==> config.mk <==
export PLATFORM = sky130hd
export DESIGN_NAME = ram_loader
export DESIGN_NICKNAME = d
export VERILOG_FILES = /design/src/rtl/ram_loader.sv
export SDC_FILE = /design/constraint.sdc
export NUM_CORES = 1
export LEC_CHECK = 0
export ABC_AREA = 1
export CAP_MARGIN = 20
export CORE_ASPECT_RATIO = 0.75
export CORE_MARGIN = 4
export CORE_UTILIZATION = 37
export CTS_CLUSTER_SIZE = 40
export DETAILED_ROUTE_END_ITERATION = 16
export GPL_TIMING_DRIVEN = 0
export PLACE_DENSITY = 0.75
export SLEW_MARGIN = 20
export SYNTH_ARGS = -nofsm -noshare
export SYNTH_HDL_FRONTEND = slang
export SYNTH_SLANG_ARGS = --single-unit
==> constraint.sdc <==
create_clock -name clk -period 1.56 [get_ports clk]
set_clock_uncertainty 0.05 [all_clocks]
set_input_delay 0.156 -clock clk [delete_from_list [all_inputs] [get_ports clk]]
set_output_delay 0.156 -clock clk [all_outputs]
set_load 0.005 [all_outputs]
==> src/rtl/ram_loader.sv <==
// Byte-stream to 16-bit RAM word loader: two bytes per word, high byte first.
// Optional running word checksum enabled by defining RAM_LOADER_CHECKSUM_EN.
module ram_loader #(
    parameter int ADDR_W = 14
) (
    input  logic              clk,
    input  logic              reset,
    input  logic              start,
    input  logic [ADDR_W-1:0] start_addr,
    input  logic [ADDR_W:0]   word_count,
    input  logic [7:0]        byte_data,
    input  logic              byte_valid,
    output logic              byte_ready,
    output logic [15:0]       ram_in,
    output logic              ram_load,
    output logic [ADDR_W-1:0] ram_address,
    output logic              busy,
    output logic              done,
    output logic [ADDR_W:0]   words_written,
    output logic [15:0]       checksum
);

    typedef enum logic [2:0] {
        IDLE,
        HI,
        LO,
        WR,
        DONE
    } state_t;

    state_t            state;
    logic [ADDR_W-1:0] addr;
    logic [ADDR_W:0]   remaining;
    logic [7:0]        hi_byte;
    logic [7:0]        lo_byte;
    logic [ADDR_W:0]   count;

    always_ff @(posedge clk) begin
        if (reset) begin
            state     <= IDLE;
            addr      <= '0;
            remaining <= '0;
            hi_byte   <= '0;
            lo_byte   <= '0;
            count     <= '0;
        end else begin
            unique case (state)
                IDLE: begin
                    if (start) begin
                        addr      <= start_addr;
                        remaining <= word_count;
                        count     <= '0;
                        state     <= (word_count == '0) ? DONE : HI;
                    end
                end
                HI: begin
                    if (byte_valid) begin
                        hi_byte <= byte_data;
                        state   <= LO;
                    end
                end
                LO: begin
                    if (byte_valid) begin
                        lo_byte <= byte_data;
                        state   <= WR;
                    end
                end
                WR: begin
                    // address wraps naturally at 2^ADDR_W
                    addr      <= addr + ADDR_W'(1);
                    count     <= count + (ADDR_W + 1)'(1);
                    remaining <= remaining - (ADDR_W + 1)'(1);
                    state     <= (remaining == (ADDR_W + 1)'(1)) ? DONE : HI;
                end
                DONE: state <= IDLE;
                default: state <= IDLE;
            endcase
        end
    end

`ifdef RAM_LOADER_CHECKSUM_EN
    logic [15:0] sum;

    always_ff @(posedge clk) begin
        if (reset) begin
            sum <= '0;
        end else if (state == IDLE && start) begin
            sum <= '0;
        end else if (state == WR) begin
            sum <= sum + {hi_byte, lo_byte};
        end
    end

    assign checksum = sum;
`else
    assign checksum = 16'h0000;
`endif

    assign byte_ready    = (state == HI) || (state == LO);
    assign ram_load      = (state == WR);
    assign busy          = (state != IDLE);
    assign done          = (state == DONE);
    assign ram_in        = {hi_byte, lo_byte};
    assign ram_address   = addr;
    assign words_written = count;

endmodule

== Yosys cells after proc, flatten, opt, wreduce, memory -nomap -nowiden ==
Cells that the tools add are included.

* Bits in registers: 63
* Latch bits: 0
* Memory bits (writable): 0
* Bits in read-only memories: 0
* Logic and storage cells: 38
* Memories: 0

* Add/subtract/negate cells: 3
* Multipliers: 0
* Div/mod/pow operators: 0
* Magnitude comparators: 0
* Equality and inequality tests: 8
* Shifts and indexed selects: 0
* Multiplexer cells: 12
* Bitwise operators: 0
* Reductions and logical operators: 9

{| class="wikitable"
|+ Operators by type and width
! kind !! count
|-
| $pmux W15 S2 || 2
|-
| $mux W15 || 2
|-
| $pmux W14 S2 || 1
|-
| $add A15 B1 Y15 const B || 1
|-
| $eq A15 B1 Y1 const B || 1
|-
| $logic_not A15 Y1 || 1
|-
| $mux W3 || 5
|-
| $sub A15 B1 Y15 const B || 1
|-
| $add A14 B1 Y14 const B || 1
|-
| $mux W14 || 1
|-
| $pmux W3 S4 || 1
|-
| $eq A3 B2 Y1 const B || 2
|-
| $ne A2 B2 Y1 const B || 3
|-
| $reduce_and A2 Y1 || 3
|-
| $eq A3 B1 Y1 const B || 1
|-
| $eq A3 B3 Y1 const B || 1
|-
| $logic_not A3 Y1 || 1
|-
| $reduce_and A3 Y1 || 1
|-
| $reduce_bool A3 Y1 || 1
|-
| $reduce_bool A2 Y1 || 1
|-
| $logic_or A1 B1 Y1 || 1
|}

== Depth between registers and ports, before layout ==
* Word-level depth: 4
* Depth in mapped cells: 10
* Depth with buffers taken out: 10

== Worst setup path before layout ==
OpenSTA, ideal clock, no wires.

* Path kind: register to register
* Start point: reg addr[0], in the netlist ram_address[0]
* End point: reg addr[6], in the netlist ram_address[6]
* Library setup time: 132 ps
* Arrival: 1,218 ps
* Path slack: 159 ps
* Stages on the path, launching flop included: 9
* Buffers on the path: 0
* Period minus slack after synthesis: 1,401 ps
* Path through: dfxtp_1 ha_1 nand2_1 nor2_2 nand3_1 nand2_1 nand2_1 o21ai_0 a21oi_1

* Longest elaborated chain between the ends: 2

{| class="wikitable"
|+ Ends and longest elaborated chain
! what !! RTL line !! source
|-
| from (decl) || 32 || <nowiki>logic [ADDR_W-1:0] addr;</nowiki>
|-
| from (signal assigned) || 50 || <nowiki>addr <= start_addr;</nowiki>
|-
| from (signal assigned) || 70 || <nowiki>addr <= addr + ADDR_W'(1);</nowiki>
|-
| $add A14 B1 Y14 || 70 ||
|-
| $pmux W14 S2 || 47 || <nowiki>unique case (state)</nowiki>
|}

No other way between the ends.
A chain may end at the register's enable or synchronous reset.

== Worst setup path in the final report ==
* Start point: reg state[1]
* End point: out byte_ready

* Longest elaborated chain between the ends: 2
* Elaborated cells on any way between the ends: 3

{| class="wikitable"
|+ Ends and longest elaborated chain
! what !! RTL line !! source
|-
| from (decl) || 31 || <nowiki>state_t state;</nowiki>
|-
| from (signal assigned) || 53 || <nowiki>state <= (word_count == '0) ? DONE : HI;</nowiki>
|-
| from (signal assigned) || 73 || <nowiki>state <= (remaining == (ADDR_W + 1)'(1)) ? DONE : HI;</nowiki>
|-
| $eq A3 B1 Y1 / $eq A3 B2 Y1 (equally long branches) || 99 || <nowiki>assign byte_ready = (state == HI) || (state == LO);</nowiki>
|-
| $logic_or A1 B1 Y1 (*) || 99 ||
|-
| to (decl) || 13 || <nowiki>output logic byte_ready,</nowiki>
|}

Every way passes the cells marked *; elsewhere a longest branch is shown, timed or not.

==> qor.txt <==
setup slack after layout = -0.00483 ns
CP cell instances = inv_1 -> nor2_1 -> nand2_2 -> nand2_2 -> clkdlybuf4s15_1
Int Pwr = 4.45 mW
unrepaired setup endpoints after global routing = yes
minimum clock period = 1.56 ns
RD Place Congestion = 0.911
PortBufs = 89
Final Max Tran Viols = 0
most common cell after layout, fill and taps aside = nand2_1
Netlist cell types = 33
run status = complete, but fails checks
crit path max fanout = 4
Min-Delay Path Class = input pin to flip-flop
total area of sequential cells = 0.00129 mm2
YS warnings = 0
I/O Pins = 106
failing checks = setup timing
Sequential Power Share = 0.314
clock latency on the worst-skew pair = 0.33 ns
PwrDens = 1370 mW/mm2
area of the multi-input gates = 0.00205 mm2
Gate power share = 0.408
GR Util All Layers = 0.220
# fillers = 834
Crit path top cell by count = nand2_2
DRC Markers = 0
initial antenna violation count = 0
Final Hold Violating Endpoints = 0
nets@finish = 738
Die Y = 93.6 um
wire per inst = 15.5 um
clk buf depth = 2
CTS Buf Count = 9
clk slew on worst S/H paths = 0.05 ns
final period utilization = 1.00
Vias/cell = 5.19
# rows = 30
Clock Power Share = 0.278
Worst Setup End Kind = output pin
max incr delay on CP = 0.37 ns
fraction of layout cells with a size suffix above 1 = 0.152
Peak VDD IR = 0.694 mV
Switching Share = 0.381
Worst EP required = 1.35 ns
worst rel slew slack = 0.618
Arr. time, crit path = 1.36 ns
Leak = 2.08 nW
f_max = 0.639 GHz
Iteration-0 DRC Markers = 440
Pre-antenna DRT Iters = 5
worst r2r src = state[0]
# diodes = 0
register-to-register setup slack = 0.01 ns
Yosys reg bits = 63
reg2reg path depth = 9
CTS Sinks = 63
hold buffers post-CTS = 0
Initial Util = 0.390
grt ovf = 0
Critical R2R Capture = ram_address[9]
mapped cell area = 0.00361 mm2
Hold Startpoint = byte_data[5]
Die ar. = 0.0114 mm2
largest net degree at the start of global routing = 11
vias post-DR = 4284
clk root buf = clkbuf_16
Syn Area/Cell = 6.34 um2
Final HPWL DP = 9070 um
first-pass GRT wire length = 19800 um
Syn-to-layout area delta = 45.6%
Worst Tran Pin Value = 0.573 ns
worst hold path stage count = 3
Worst path slowest cell = dfxtp_4
synthesized instance count = 570
Fin Hold WS = 0.390 ns
CTS tree = built
CP startpoint kind = flip-flop
Routed Wire Length = 12800 um
sequential area share after synthesis = 0.349
Routed Antenna Nets = 0
commonest non-fill, non-tap cells in the layout = nand2_1 (137), clkdlybuf4s50_1 (85), nor2_1 (79), inv_1 (60), dfxtp_1 (47)
setup violators final = 1
core region area = 0.00927 mm2
CTS H-tree lvls = 3
CP Class = flip-flop to output pin
hold path endpoint = lo_byte[5]
setup_tns = -0.00483 ns
Sw Pwr = 2.74 mW
Die Wd = 122 um
max cap viols = 0
vias in the first global route = 4053
## power by group through the flow
| stage | Combinational (mW) | Sequential, mW | Clock, mW |
|---|---|---|---|
| global route | 3.21 | 2.29 | 2.07 |
| detailed placement | 2.59 | 2.23 | 0 |
| finish | 2.93 | 2.26 | 2.00 |
| global placement | 2.53 | 2.22 | 0 |
| floorplan | 1.56 | 2.18 | 0 |
| CTS | 2.64 | 2.22 | 2.00 |
## routing by layer
| layer | GRT usage | wire length [um] | vias up |
|---|---|---|---|
| met1 | 0.286 | 5310 | 1944 |
| met3 | 0.0659 | 1330 | 39 |
| li1 | - | - | 2062 |
| met5 | 0 | 0 | - |
| met2 | 0.351 | 5810 | 239 |
| met4 | 0.0671 | 317 | 0 |
## layout make-up
type / instances / share of cell area
inverter: 64 / 0.0471
sequential: 63 / 0.246
clock inverter: 4 / 0.00856
tap: 128 / 0.0304
buffer: 35 / 0.0504
clock buffer: 12 / 0.0469
multi-input combinational: 423 / 0.390
timing repair buffer: 97 / 0.181
## worst max-delay path, delay by kind of cell (launching register included)
kind                   cells  cell delay (ns)
AND/OR/NAND/NOR            3             0.38
flip-flops                 1             0.37
buffers and inverters      2             0.28
## cells by family after synthesis
kind of cell	Yosys count	synth area share
buffers and inverters	99	0.129
XOR/XNOR	3	0.00727
adder cells (fa/ha/maj)	4	0.0139
flip-flops	63	0.349
AO/OA/AOI/OAI	100	0.151
AND/OR/NAND/NOR	300	0.349
other	1	0.00104
## cells in the mapped netlist, drive strengths merged
| library cell | n | area share |
|---|---|---|
| a211oi | 2 | 0.0042 |
| a21boi | 1 | 0.0021 |
| a21oi | 40 | 0.055 |
| a31oi | 8 | 0.014 |
| buf | 29 | 0.056 |
| clkbuf | 6 | 0.0062 |
| conb | 1 | 0.0010 |
| dfxtp | 63 | 0.35 |
| ha | 4 | 0.014 |
| inv | 64 | 0.067 |
| nand2 | 147 | 0.16 |
| nand3 | 40 | 0.055 |
| nand4 | 11 | 0.019 |
| nor2 | 91 | 0.099 |
| nor3 | 9 | 0.012 |
| o211ai | 4 | 0.0083 |
| o21ai | 37 | 0.051 |
| o21bai | 2 | 0.0042 |
| o221ai | 2 | 0.0048 |
| o22ai | 4 | 0.0069 |
| or2 | 2 | 0.0035 |
| xnor2 | 1 | 0.0024 |
| xor2 | 2 | 0.0048 |
## worst max path at each step
| stage | endpoint | from |
|---|---|---|
| after floorplan | ram_address[6] | ram_address[0] |
| after global placement | state[1] | reset |
| after detailed placement | remaining[8] | reset |
| after CTS | ram_address[9] | state[0] |
| after global routing | byte_ready | state[1] |
| final | byte_ready | state[1] |
## through the flow
stage,utilization,total power [mW],instances,setup slack [ns],area [um2]
finish,0.567,7.19,826,-0.00483,5260
CTS,0.547,6.86,821,0.00503,5070
global placement,0.509,4.75,802,-0.404,4720
detailed placement,0.509,4.82,802,-0.369,4720
floorplan,-,3.74,585,0.159,3670
global route,0.567,7.58,826,-0.0713,5260
## sequential cells by signal, indices dropped and copies added (netlist names)
signal / count
hi_byte: 8
lo_byte: 8
ram_address: 14
remaining: 15
state: 3
words_written: 15
## what timing repair did
item | 4_1_cts | 5_1_grt
setup endpoints to repair | 39 | 58
pin swaps | 4 | 8
gates resized for setup | 26 | 60
buffers inserted | 3 | 5
(Power assumes the default switching activity.)
